[src/rtl/qed_pkg.sv]
// Shared definitions for the QED duplicate-instruction queue:
// controller state encoding, the reset NOP and the duplicable-class test.
package qed_pkg;

   typedef enum logic {
      ORIG = 1'b0,
      DUP  = 1'b1
   } qed_state_e;

   localparam logic [31:0] QED_NOP = 32'h0000_0013;

   function automatic logic is_dupable(input logic is_r, input logic is_i,
                                       input logic is_lw, input logic is_sw);
      return is_r | is_i | is_lw | is_sw;
   endfunction

endpackage

[src/rtl/qed_dup_fifo.sv]
// Storage and pointers for captured duplicate instructions. The pointers carry
// one extra wrap bit so full and empty are distinguishable without a counter.
module qed_dup_fifo
   import qed_pkg::*;
#(
   parameter int DEPTH = 16,
   parameter int AW    = 4
) (
   input  logic        clk,
   input  logic        rst,
   input  logic        flush,
   input  logic        push,
   input  logic        pop,
   input  logic [31:0] din,
   output logic [31:0] dout,
   output logic        full,
   output logic        empty,
   output logic        last
);

   logic [AW:0]  wr_ptr_q, wr_ptr_d;
   logic [AW:0]  rd_ptr_q, rd_ptr_d;
   logic [31:0]  mem [DEPTH];
   logic         push_ok;
   logic         pop_ok;

   assign push_ok = push & ~full & ~flush;
   assign pop_ok  = pop & ~empty & ~flush;

   always_comb begin
      wr_ptr_d = wr_ptr_q;
      rd_ptr_d = rd_ptr_q;
      if (flush) begin
         wr_ptr_d = '0;
         rd_ptr_d = '0;
      end else begin
         if (push_ok) wr_ptr_d = wr_ptr_q + (AW+1)'(1);
         if (pop_ok)  rd_ptr_d = rd_ptr_q + (AW+1)'(1);
      end
   end

   always_ff @(posedge clk or posedge rst) begin
      if (rst) begin
         wr_ptr_q <= '0;
         rd_ptr_q <= '0;
      end else begin
         wr_ptr_q <= wr_ptr_d;
         rd_ptr_q <= rd_ptr_d;
      end
   end

   // Entries are never reset; the pointers alone decide what is valid.
   always_ff @(posedge clk) begin
      if (push_ok) mem[wr_ptr_q[AW-1:0]] <= din;
   end

   assign dout  = mem[rd_ptr_q[AW-1:0]];
   assign empty = (wr_ptr_q == rd_ptr_q);
   assign full  = (wr_ptr_q[AW] != rd_ptr_q[AW]) &&
                  (wr_ptr_q[AW-1:0] == rd_ptr_q[AW-1:0]);
   assign last  = ((wr_ptr_q - rd_ptr_q) == (AW+1)'(1));

endmodule

[src/rtl/qed_dup_queue.sv]
// QED issue controller: passes originals while capturing their duplicates,
// then replays the duplicates in order when exec_dup is requested.
module qed_dup_queue
   import qed_pkg::*;
#(
   parameter int DEPTH = 16,
   parameter int AW    = 4
) (
   input  logic        clk,
   input  logic        rst,
   input  logic        ena,
   input  logic        exec_dup,
   input  logic        stall,
   input  logic [31:0] ifu_instruction,
   input  logic        ifu_valid,
   input  logic        IS_R,
   input  logic        IS_I,
   input  logic        IS_LW,
   input  logic        IS_SW,
   input  logic [31:0] qed_dup_instruction,
   output logic [31:0] qic_instruction,
   output logic        qic_valid,
   output logic        qic_is_dup,
   output logic        fetch_hold,
   output logic        full,
   output logic        empty,
   output logic        dup_done
);

   qed_state_e   state_q, state_d;
   logic [31:0]  qic_instr_q, qic_instr_d;
   logic         qic_valid_q, qic_valid_d;
   logic         qic_is_dup_q, qic_is_dup_d;
   logic         dup_done_q, dup_done_d;

   logic         push, pop, flush;
   logic         dupable;
   logic         last;
   logic [31:0]  fifo_dout;

   assign dupable = is_dupable(IS_R, IS_I, IS_LW, IS_SW);

   qed_dup_fifo #(
      .DEPTH (DEPTH),
      .AW    (AW)
   ) u_fifo (
      .clk   (clk),
      .rst   (rst),
      .flush (flush),
      .push  (push),
      .pop   (pop),
      .din   (qed_dup_instruction),
      .dout  (fifo_dout),
      .full  (full),
      .empty (empty),
      .last  (last)
   );

   always_comb begin
      state_d      = state_q;
      qic_instr_d  = qic_instr_q;
      qic_valid_d  = qic_valid_q;
      qic_is_dup_d = qic_is_dup_q;
      dup_done_d   = dup_done_q;
      push         = 1'b0;
      pop          = 1'b0;
      flush        = 1'b0;
      fetch_hold   = 1'b0;

      if (!ena) begin
         if (!stall) begin
            state_d      = ORIG;
            flush        = 1'b1;
            qic_valid_d  = ifu_valid;
            qic_is_dup_d = 1'b0;
            dup_done_d   = 1'b0;
            if (ifu_valid) qic_instr_d = ifu_instruction;
         end
      end else if (state_q == ORIG) begin
         // A duplicable instruction with nowhere to put its twin must wait.
         fetch_hold = exec_dup | (ifu_valid & dupable & full);
         if (!stall) begin
            dup_done_d   = 1'b0;
            qic_is_dup_d = 1'b0;
            if (exec_dup) begin
               state_d     = DUP;
               qic_valid_d = 1'b0;
            end else if (ifu_valid && !(dupable && full)) begin
               qic_instr_d = ifu_instruction;
               qic_valid_d = 1'b1;
               push        = dupable;
            end else begin
               qic_valid_d = 1'b0;
            end
         end
      end else begin
         fetch_hold = 1'b1;
         if (!stall) begin
            dup_done_d = 1'b0;
            if (!empty) begin
               pop          = 1'b1;
               qic_instr_d  = fifo_dout;
               qic_valid_d  = 1'b1;
               qic_is_dup_d = 1'b1;
               if (last) begin
                  state_d    = ORIG;
                  dup_done_d = 1'b1;
               end
            end else begin
               state_d      = ORIG;
               qic_valid_d  = 1'b0;
               qic_is_dup_d = 1'b0;
               dup_done_d   = 1'b1;
            end
         end
      end
   end

   always_ff @(posedge clk or posedge rst) begin
      if (rst) begin
         state_q      <= ORIG;
         qic_instr_q  <= QED_NOP;
         qic_valid_q  <= 1'b0;
         qic_is_dup_q <= 1'b0;
         dup_done_q   <= 1'b0;
      end else begin
         state_q      <= state_d;
         qic_instr_q  <= qic_instr_d;
         qic_valid_q  <= qic_valid_d;
         qic_is_dup_q <= qic_is_dup_d;
         dup_done_q   <= dup_done_d;
      end
   end

   assign qic_instruction = qic_instr_q;
   assign qic_valid       = qic_valid_q;
   assign qic_is_dup      = qic_is_dup_q;
   assign dup_done        = dup_done_q;

endmodule

[config.mk]
export PLATFORM = sky130hd
export DESIGN_NAME = qed_dup_queue
export DESIGN_NICKNAME = d
export VERILOG_FILES = /design/src/rtl/qed_pkg.sv /design/src/rtl/qed_dup_fifo.sv /design/src/rtl/qed_dup_queue.sv
export SDC_FILE = /design/constraint.sdc
export NUM_CORES = 1
export LEC_CHECK = 0
export BUFFER_PORTS_ARGS = -buffer_cell sky130_fd_sc_hd__buf_2
export CORE_MARGIN = 2
export CORE_UTILIZATION = 45
export DETAILED_ROUTE_END_ITERATION = 12
export PLACE_DENSITY = 0.63
export SLEW_MARGIN = 20
export SYNTH_ARGS = -nofsm -noshare
export SYNTH_HDL_FRONTEND = slang
export SYNTH_SLANG_ARGS = --single-unit
[constraint.sdc]
create_clock -name clk -period 12.5 [get_ports clk]
set_input_delay 0.625 -clock clk [delete_from_list [all_inputs] [get_ports clk]]
set_output_delay 0.625 -clock clk [all_outputs]
set_load 0.05 [all_outputs]
Word-level counts from Yosys, hierarchy flattened

Memories as Yosys holds them, arrays and structs flattened.
Cells that the tools add are included.

Memories kept: 1
Word-level logic and storage cells: 94
Output and inout bits: 38
RAM bits: 512
Input bits: 74
Register bits after elaboration: 46

Memories:

| name       | words | width | rd ports | clocked after memory_dff | write ports | RTL line           | source |
|---|---|---|---|---|---|---|---|
| u_fifo.mem | 16    | 32    | 1        | 0                        | 1           | qed_dup_fifo.sv:23 | `logic [31:0] mem [DEPTH];` |

Add/subtract/negate cells: 3
Reduce and logical (&&, ||, !) cells: 8
Eq/ne operators: 9
Bitwise logic cells: 14
Multiplexer cells: 52

Operator list:

| operator                                                               | count |
|---|---|
| 32-bit 2-to-1 mux                                                      | 9 |
| 1-bit 2-to-1 mux                                                       | 39 |
| 5-bit 2-to-1 mux                                                       | 4 |
| 5-bit by 1-bit adder with 5-bit output (second input constant)         | 2 |
| 1-bit bitwise AND                                                      | 6 |
| 3-bit != test (second input constant)                                  | 2 |
| 2-bit nonzero test                                                     | 3 |
| 5-bit by 1-bit equality test with 1-bit output (second input constant) | 1 |
| 5-bit equality test                                                    | 1 |
| 5-bit AND reduction                                                    | 1 |
| 5-bit subtractor                                                       | 1 |
| 4-bit equality test                                                    | 1 |
| 1-bit NOT                                                              | 4 |
| 1-bit bitwise OR                                                       | 4 |
| 1-bit logical AND                                                      | 3 |
| 3-bit by 1-bit != test with 1-bit output (second input constant)       | 1 |
| 3-bit by 2-bit != test with 1-bit output (second input constant)       | 1 |
| 2-bit != test (second input constant)                                  | 1 |
| 1-bit logical NOT                                                      | 1 |
| 1-bit != test                                                          | 1 |

Longest topological paths before layout

Gate-level depths: netlist of run 1.

Word-level depth: 15
Depth in mapped cells: 11
Depth with buffers taken out: 8

By module

From an unflattened synthesis of run 1, not the netlist that was laid out.

Cells, all modules: 1022
Area total of the unflattened synthesis: 21982.3 um^2

Modules (own cells, without submodules):

| module        | cells each | area an instance (um^2) | sequential area each (um^2) | times used |
|---|---|---|---|---|
| qed_dup_fifo  | 885        | 19945.4                 | 15625.0                     | 1 |
| qed_dup_queue | 137        | 2037.0                  | 904.6                       | 1 |

Least setup slack after synthesis of run 1

Ideal clock, no wire load.

Kind: register to register
Start: register u_fifo.rd_ptr_q[2]
End: memory u_fifo.mem[15][0], enable pin
Path buffers: 2
Setup time: 508 ps
Clock period less this slack: 5367 ps
Arrival: 4860 ps
Data required time: 11992 ps
Setup slack: 7133 ps
Cell stages (with the launch flop): 8
Path through: dfrtp_1 -> buf_2 -> buf_1 -> inv_1 -> ha_1 -> nand4_1 -> o2111ai_1 -> nor4_1

Word-level cells in the longest chain between the ends: 14
Elaborated cells between the ends (all ways): 15
Those cells by class: eq/ne: 1; mux: 7; bitwise: 3; reduce/logical: 4

Ends and longest elaborated chain:

| element                                  | RTL line            | source |
|---|---|---|
| start: declaration                       | qed_dup_fifo.sv:22  | `logic [AW:0] rd_ptr_q, rd_ptr_d;` |
| start signal: assignment                 | qed_dup_fifo.sv:48  | `rd_ptr_q <= rd_ptr_d;` |
| 4-bit equality test *                    | qed_dup_fifo.sv:60  | `(wr_ptr_q[AW-1:0] == rd_ptr_q[AW-1:0]);` |
| 1-bit logical AND *                      | qed_dup_fifo.sv:59  | `assign full = (wr_ptr_q[AW] != rd_ptr_q[AW]) &&` |
| 1-bit logical AND                        | qed_dup_queue.sv:88 | `end else if (ifu_valid && !(dupable && full)) begin` |
| 1-bit logical NOT                        | qed_dup_queue.sv:88 |  |
| 1-bit logical AND                        | qed_dup_queue.sv:88 |  |
| 1-bit 2-to-1 mux                         | qed_dup_queue.sv:88 |  |
| 1-bit 2-to-1 mux                         | qed_dup_queue.sv:85 | `if (exec_dup) begin` |
| 1-bit 2-to-1 mux                         | qed_dup_queue.sv:82 | `if (!stall) begin` |
| 1-bit 2-to-1 mux                         | qed_dup_queue.sv:79 | `end else if (state_q == ORIG) begin` |
| 1-bit 2-to-1 mux                         | qed_dup_queue.sv:70 | `if (!ena) begin` |
| 1-bit bitwise AND * (2 in a row)         | qed_dup_fifo.sv:27  | `assign push_ok = push & ~full & ~flush;` |
| 1-bit 2-to-1 mux *                       | qed_dup_fifo.sv:54  | `if (push_ok) mem[wr_ptr_q[AW-1:0]] <= din;` |
| 1-bit 2-to-1 mux (not written as such) * | qed_dup_fifo.sv:54  |  |
| end: declaration                         | qed_dup_fifo.sv:23  |  |

Every way passes the cells marked *; elsewhere a longest branch is shown, timed or not.

Worst setup path in the final report of run 1

Start: register u_fifo.rd_ptr_q[0]
End: memory u_fifo.mem[14][9], enable pin

Same word-level chain as after synthesis.

==> impl_metrics.env, run 1 <==
export IMPL_min_period_over_period=0.3069
export IMPL_cp_startpoint="u_fifo.rd_ptr_q[0]"
export IMPL_num_io_pins=112
export IMPL_antenna_left=0
export IMPL_crit_path_end="u_fifo.mem[14][9]"
export IMPL_end_kind="flip-flop"
export IMPL_r2r_setup_slack_ns=8.66
export IMPL_port_buffers=111
export IMPL_hold_ws_ns=0.2532
export IMPL_peakVddDrop_v=0.0001175
export IMPL_maxCapViolCount=0
export IMPL_slew_headroom=0.2969
export IMPL_arrival_ns=4.08
export IMPL_grt_antenna_before_repair=0
export IMPL_critical_path_class="flip-flop to flip-flop"
export IMPL_fin_util=0.5199
export IMPL_hpwl_um=26860
export IMPL_cts_hold_buf=0
export IMPL_synth_area_mm2=0.02199
export IMPL_grt_usage=0.1839
export IMPL_grt_max_degree=102
export IMPL_synth_top_cell_by_area="edfxtp_1"
export IMPL_areaGrowthSynthToFinish_pct=14.75
export IMPL_clk_pin_slew_worst_paths_ns=0.06
export IMPL_final_cells=1890
export IMPL_synth_warnings=0
export IMPL_required_ns=12.75
export IMPL_dpl_cell_count=1786
export IMPL_timing_final_crit_period_ns=3.836
export IMPL_clockRootBuffer="clkbuf_16"
export IMPL_n_fill_cell=3778
export IMPL_cts_sinks=558
export IMPL_nets=1306
export IMPL_synth_cells=1091
export IMPL_drt_pre_antenna_iters=5
export IMPL_diodes=0
export IMPL_coreArea_mm2=0.04855
export IMPL_rsz0062_at_grt="false"
export IMPL_cp_slowest_cell="dfrtp_4"
export IMPL_fmaxAchievable_ghz=0.2607
export IMPL_cts_buffer_depth=3
export IMPL_grt_pass1_vias=11235
export IMPL_cts_tree="done"
export IMPL_fin_setup_tns_ns=0
export IMPL_multi_input_area_mm2=0.005209
export IMPL_syn_num_nets=1175
export IMPL_ys_async_sr_fraction=0.08244
export IMPL_row_count=81
export IMPL_path_depth=7
export IMPL_cts_made_buffers=56
export IMPL_finClkSkew_ns=0.01395
export IMPL_yosysUniqueCellTypes=47
export IMPL_ys_flop_type="edfxtp_1"
export IMPL_path_max_fanout=30
export IMPL_layout_drive_gt1_share=0.3131
export IMPL_finalMaxSlewViolations=0
export IMPL_drt_wirelength_per_cell_um=24.10
export IMPL_critPathBufInv=1
export IMPL_post_cts_setup_buffers=0
export IMPL_vias=10735
export IMPL_drtIter0Drc=782
export IMPL_viasPerCell=5.680
export IMPL_status="completed"
export IMPL_regToRegEndpoint="u_fifo.mem[14][9]"
export IMPL_yosys_area_top_type_share=0.6991
export IMPL_crit_family="simple AND/OR/NAND/NOR gates"
export IMPL_rr_startpoint="u_fifo.rd_ptr_q[0]"
export IMPL_initial_core_util=0.4530
export IMPL_synth_edf_count=512
export IMPL_tightest_slew_ns=1.052
export IMPL_synth_seq_cells=558
export IMPL_dieArea_mm2=0.05066
export IMPL_drc=0
export IMPL_synthTopCellsByArea="edfxtp_1 70%, mux4_2 9.9%, dfrtp_1 4.9%"
export IMPL_p_leak_uw=0.008000
export IMPL_cp_cell_sequence="ha_1 -> nand4_1 -> o2111ai_1 -> nor2_1 -> nand2_1 -> nor2_4 -> buf_4"
export IMPL_seqCellArea_mm2=0.01654
export IMPL_die_x_um=225.1
export IMPL_slowest_delay_ns=0.84
export IMPL_gp_routability_congestion=0.7848
export IMPL_setup_violations=0
export IMPL_hold_class="primary input to async pin"
export IMPL_ys_seq_area_frac=0.7516
export IMPL_cts_max_level=2
export IMPL_postSynthAreaPerCell_um2=20.16
export IMPL_power_density_mw_per_mm2=164.6
export IMPL_die_h_um=225.1
export IMPL_overflow=0
export IMPL_startpoint_type="flip-flop"
export IMPL_grt_pass1_wl_um=68970
export IMPL_clock_latency_ns=0.59
export IMPL_worstRegToRegCells=7
export IMPL_post_cts_resized=0
export IMPL_hold_violations=0
export IMPL_routed_wl_um=45560
==> synth_stat cells (2+ instances only) <==
master and n:
dfrtp_1 43, o31a_1 2, nand2_1 42, nor2b_1 3, nor3_1 5, buf_4 9
ha_1 9, nor2_1 58, a2111oi_2 31, clkbuf_1 29, nand2b_1 3, or3_1 2
a22o_1 32, o22ai_1 31, nor4_1 2, buf_1 4, inv_1 9, nand3_1 6
xnor2_1 7, mux2_2 2, and2_1 2, o31ai_2 20, edfxtp_1 512, a211oi_1 4
mux2i_1 64, dfstp_2 3, buf_6 12, o31ai_1 14, buf_2 10, o21ai_0 7
xor2_1 2, mux4_2 97
==> how the worst min path moves through the flow <==
stage | from | end | depth (start not counted) | slack [ns]
finish | rst | qic_instruction[14] | 3 | 0.25
global route | ifu_instruction[4] | qic_instruction[4] | 3 | 0.27
CTS | rst | qic_instruction[14] | 3 | 0.25
detailed placement | qic_instruction[7] | qic_instruction[7] | 2 | 0.47
global placement | qic_instruction[6] | qic_instruction[6] | 2 | 0.45
floorplan | u_fifo.wr_ptr_q[0] | u_fifo.wr_ptr_q[0] | 1 | 0.52
==> cell type report <==
cell class,instances,share of cell area
Sequential cell,558,0.6553
Multi-Input combinational cell,460,0.2064
Clock buffer,70,0.05845
Timing Repair Buffer,137,0.03461
Tap cell,622,0.03084
Clock inverter,34,0.01304
Inverter,9,0.001339
==> placed cells by master, fill, tap and decap left out, types with 4 or more instances in the layout <==
master / Yosys / final
clkbuf_1: 29 / 13
a22o_1: 32 / 32
o22ai_1: 31 / 31
o21ai_0: 7 / 7
a2111oi_2: 31 / 31
clkinv_1: 0 / 13
buf_4: 9 / 18
mux4_2: 97 / 97
buf_12: 0 / 5
nor3_2: 0 / 4
nand2_1: 42 / 41
bufinv_16: 0 / 6
dfrtp_1: 43 / 40
ha_1: 9 / 9
nand3_1: 6 / 4
buf_2: 10 / 111
a211oi_1: 4 / 4
nor2_1: 58 / 44
clkinv_2: 0 / 8
o31ai_2: 20 / 20
inv_1: 9 / 8
mux2i_1: 64 / 64
edfxtp_1: 512 / 512
nor2_4: 0 / 14
o31ai_1: 14 / 14
xnor2_1: 7 / 7
clkbuf_16: 0 / 57
==> routing by layer <==
layer  GRT usage  share of wire  up-vias  wire (µm)
met5           0              0        -          0
met4     0.06430          0.025        0       1120
met3     0.02960          0.047       56       2124
met2      0.3054           0.50      277      22700
met1      0.2481           0.43     5622      19620
li1            -              -     4780          -
==> flip-flops by register name, summed over array words and instances (netlist names) <==
signal and cells:
u_fifo.wr_ptr_q 5, dup_done 1, qic_is_dup 1, u_fifo.mem 512, qic_valid 1, qic_instruction 32, u_fifo.rd_ptr_q 5, state_q 1
==> where the power goes <==
group	total (µW)	internal, µW	switching (µW)	leakage, µW
registers	2110	2080	26.3	0.00518
clock network	1640	960	684	0.000874
logic	404	128	276	0.00195
total	4150	3170	987	0.00800
==> worst register-to-register path, delay by kind of cell, from the launching register on <==
family	cells	cell delay (ns)
AOI/OAI and AO/OA	1	0.23
adders and majority gates	1	0.38
buffers and inverters	1	0.48
DFF	1	0.84
and+or+nand+nor	4	1.53
==> stage by stage <==
step                total power (µW)  cell area (µm²)  setup WS [ns]
floorplan                       2448            21990          7.133
global placement                2548            23270          8.727
detailed placement              2556            23430          8.651
CTS                             4199            25240          8.635
global route                    4300            25240          8.372
finish                          4155            25240          8.664
==> logic make-up after synthesis <==
family | count (synthesis) | share of synthesized area
AOI/OAI and AO/OA | 149 | 0.06531
xor gates and xnor gates | 10 | 0.004324
adders and majority gates | 10 | 0.006031
buffers and inverters | 73 | 0.01866
DFF | 558 | 0.7516
muxes | 163 | 0.1295
and+or+nand+nor | 128 | 0.02458
Note: power is estimated with default switching activity, not from simulation.
==> inputs of run 2 (changes only) <==
==> constraint.sdc (replaced) <==
create_clock -name clk -period 3.95 [get_ports clk]
set_input_delay 0.1975 -clock clk [delete_from_list [all_inputs] [get_ports clk]]
set_output_delay 0.1975 -clock clk [all_outputs]
set_load 0.05 [all_outputs]
==> impl_metrics.env, run 2 (synthesis gave the netlist of run 1 again) <==
export IMPL_dp_slack_ns=0.5627
export IMPL_drc=0
export IMPL_critPathBufInv=2
export IMPL_critical_path_class="flip-flop to flip-flop"
export IMPL_largest_reg_flops=512
export IMPL_die_x_um=225.1
export IMPL_final_common_cell="edfxtp_1"
export IMPL_p_comb_frac=0.098
export IMPL_final_cells=1968
export IMPL_min_period_over_period=0.8616
export IMPL_hpwl_um=26580
export IMPL_clk_pin_slew_worst_paths_ns=0.06
export IMPL_end_kind="flip-flop"
export IMPL_drt_pre_antenna_iters=5
export IMPL_post_cts_resized=0
export IMPL_clockRootBuffer="clkbuf_16"
export IMPL_grt_max_degree=109
export IMPL_timing_final_crit_period_ns=3.403
export IMPL_place_area_mm2=0.02347
export IMPL_antenna_left=0
export IMPL_maxCapViolCount=0
export IMPL_overflow=0
export IMPL_grt_antenna_before_repair=0
export IMPL_cts_sinks=558
export IMPL_cts_buffer_depth=3
export IMPL_status="completed"
export IMPL_row_count=81
export IMPL_rsz0062_at_grt="false"
export IMPL_required_ns=4.19
export IMPL_startpoint_type="flip-flop"
export IMPL_swShare=0.2332
export IMPL_path_max_fanout=32
export IMPL_p_int_uw=10600
export IMPL_areaGrowthSynthToFinish_pct=19.10
export IMPL_grt_pass1_wl_um=71170
export IMPL_hold_class="primary input to flip-flop"
export IMPL_cts_tree="done"
export IMPL_pwr_share_seq=0.481
export IMPL_port_buffers=111
export IMPL_dieArea_mm2=0.05066
export IMPL_slew_headroom=0.2914
export IMPL_tightest_slew_ns=1.060
export IMPL_crit_family="simple AND/OR/NAND/NOR gates"
export IMPL_setup_ws_ns=0.5467
export IMPL_gp_routability_congestion=0.7340
export IMPL_finalMaxSlewViolations=0
export IMPL_finClkSkew_ns=0.01889
export IMPL_netSwitchingPower_uw=3223
export IMPL_viasPerCell=5.559
export IMPL_diodes=0
export IMPL_drt_wirelength_per_cell_um=23.61
export IMPL_die_h_um=225.1
export IMPL_grt_pass1_vias=11536
export IMPL_cts_max_level=2
export IMPL_p_leak_uw=0.008412
export IMPL_coreArea_mm2=0.04855
export IMPL_fmaxAchievable_ghz=0.2938
export IMPL_cp_slowest_cell="dfrtp_1"
export IMPL_hold_ws_ns=0.05737
export IMPL_design_area_mm2=0.02619
export IMPL_power_density_mw_per_mm2=527.6
export IMPL_hold_violations=0
export IMPL_grt_usage=0.1898
export IMPL_n_fill_cell=3692
export IMPL_vias=10940
export IMPL_slowest_delay_ns=0.61
export IMPL_layout_drive_gt1_share=0.3120
export IMPL_peakVddDrop_v=0.0003241
export IMPL_fin_setup_tns_ns=0
export IMPL_num_io_pins=112
export IMPL_routed_wl_um=46470
export IMPL_initial_core_util=0.4530
export IMPL_dpl_cell_count=1796
export IMPL_setup_violations=0
export IMPL_clock_latency_ns=0.61
export IMPL_clock_power_share=0.421
export IMPL_cts_made_buffers=56
export IMPL_nets=1383
export IMPL_arrival_ns=3.65
export IMPL_final_cell_mix="512 x edfxtp_1, 111 x buf_2, 97 x mux4_2"
export IMPL_drtIter0Drc=805
export IMPL_cp_cell_sequence="inv_1 -> ha_1 -> nand4_1 -> o2111ai_1 -> nor2_1 -> nand2_1 -> nor3_4 -> buf_4"
## run 2: cell types whose count changed in the layout (fill, tap and decap cells not counted), moves of 6 or more
cell / delta
buf_4: +14
bufinv_16: +7
clkbuf_1: -6
clkinv_1: -6
dlygate4sd3_1: +67
## run 2: through the flow
stage            util  total power [µW]
2_1_floorplan       -              7748
3_3_place_gp   0.4834              8079
3_5_place_dp   0.4834              8100
4_1_cts        0.5396             13960
5_1_grt        0.5396             14270
6_report       0.5396             13820
## run 2: final cells by class
cell class / instances / area [µm²] / share of cell area
multi-input combinational: 460 / 5243 / 0.2001
tap: 622 / 778.2 / 0.02971
clock inverter: 38 / 560.5 / 0.02140
timing repair buffer: 214 / 1546 / 0.05904
sequential: 558 / 16540 / 0.6314
inverter: 9 / 33.78 / 0.001290
clock buffer: 67 / 1494 / 0.05703
## run 2: tightest hold or removal path: stages
cell,delay (ns)
buf_2,0.18
o21ai_0,0.17
mux2i_1,0.07
## run 2: worst paths after layout
path                                     start             endpoint  slack (ns)  cells after the start
setup / recovery            u_fifo.rd_ptr_q[3]    u_fifo.mem[0][22]        0.55                      8
hold / removal                             ena   u_fifo.wr_ptr_q[0]        0.06                      3
setup reg to reg            u_fifo.rd_ptr_q[3]    u_fifo.mem[0][22]        0.55                      8
hold reg to reg            qic_instruction[11]  qic_instruction[11]        0.47                      2
max in group asynchronous                  rst   u_fifo.rd_ptr_q[2]        2.86                      4
min in group asynchronous                  rst   qic_instruction[8]        0.22                      3
## run 2: what timing repair did
action                                 in CTS  in global routing
endpoints found under the hold margin     567                  0
hold buffers                               67                  0
buffers inserted                            0                  0
## run 2: routing by layer
layer,track usage,share of wire
met1,0.2514,0.43
met2,0.3237,0.51
met3,0.03403,0.044
met4,0.05426,0.023
met5,0,0
## run 2: power groups by stage
stage          registers (µW)  logic, µW  clock network [µW]
5_1_grt                  6660       1460                6150
2_1_floorplan            7160        586                   0
4_1_cts                  6650       1380                5930
6_report                 6650       1360                5810
3_3_place_gp             6760       1320                   0
3_5_place_dp             6770       1330                   0
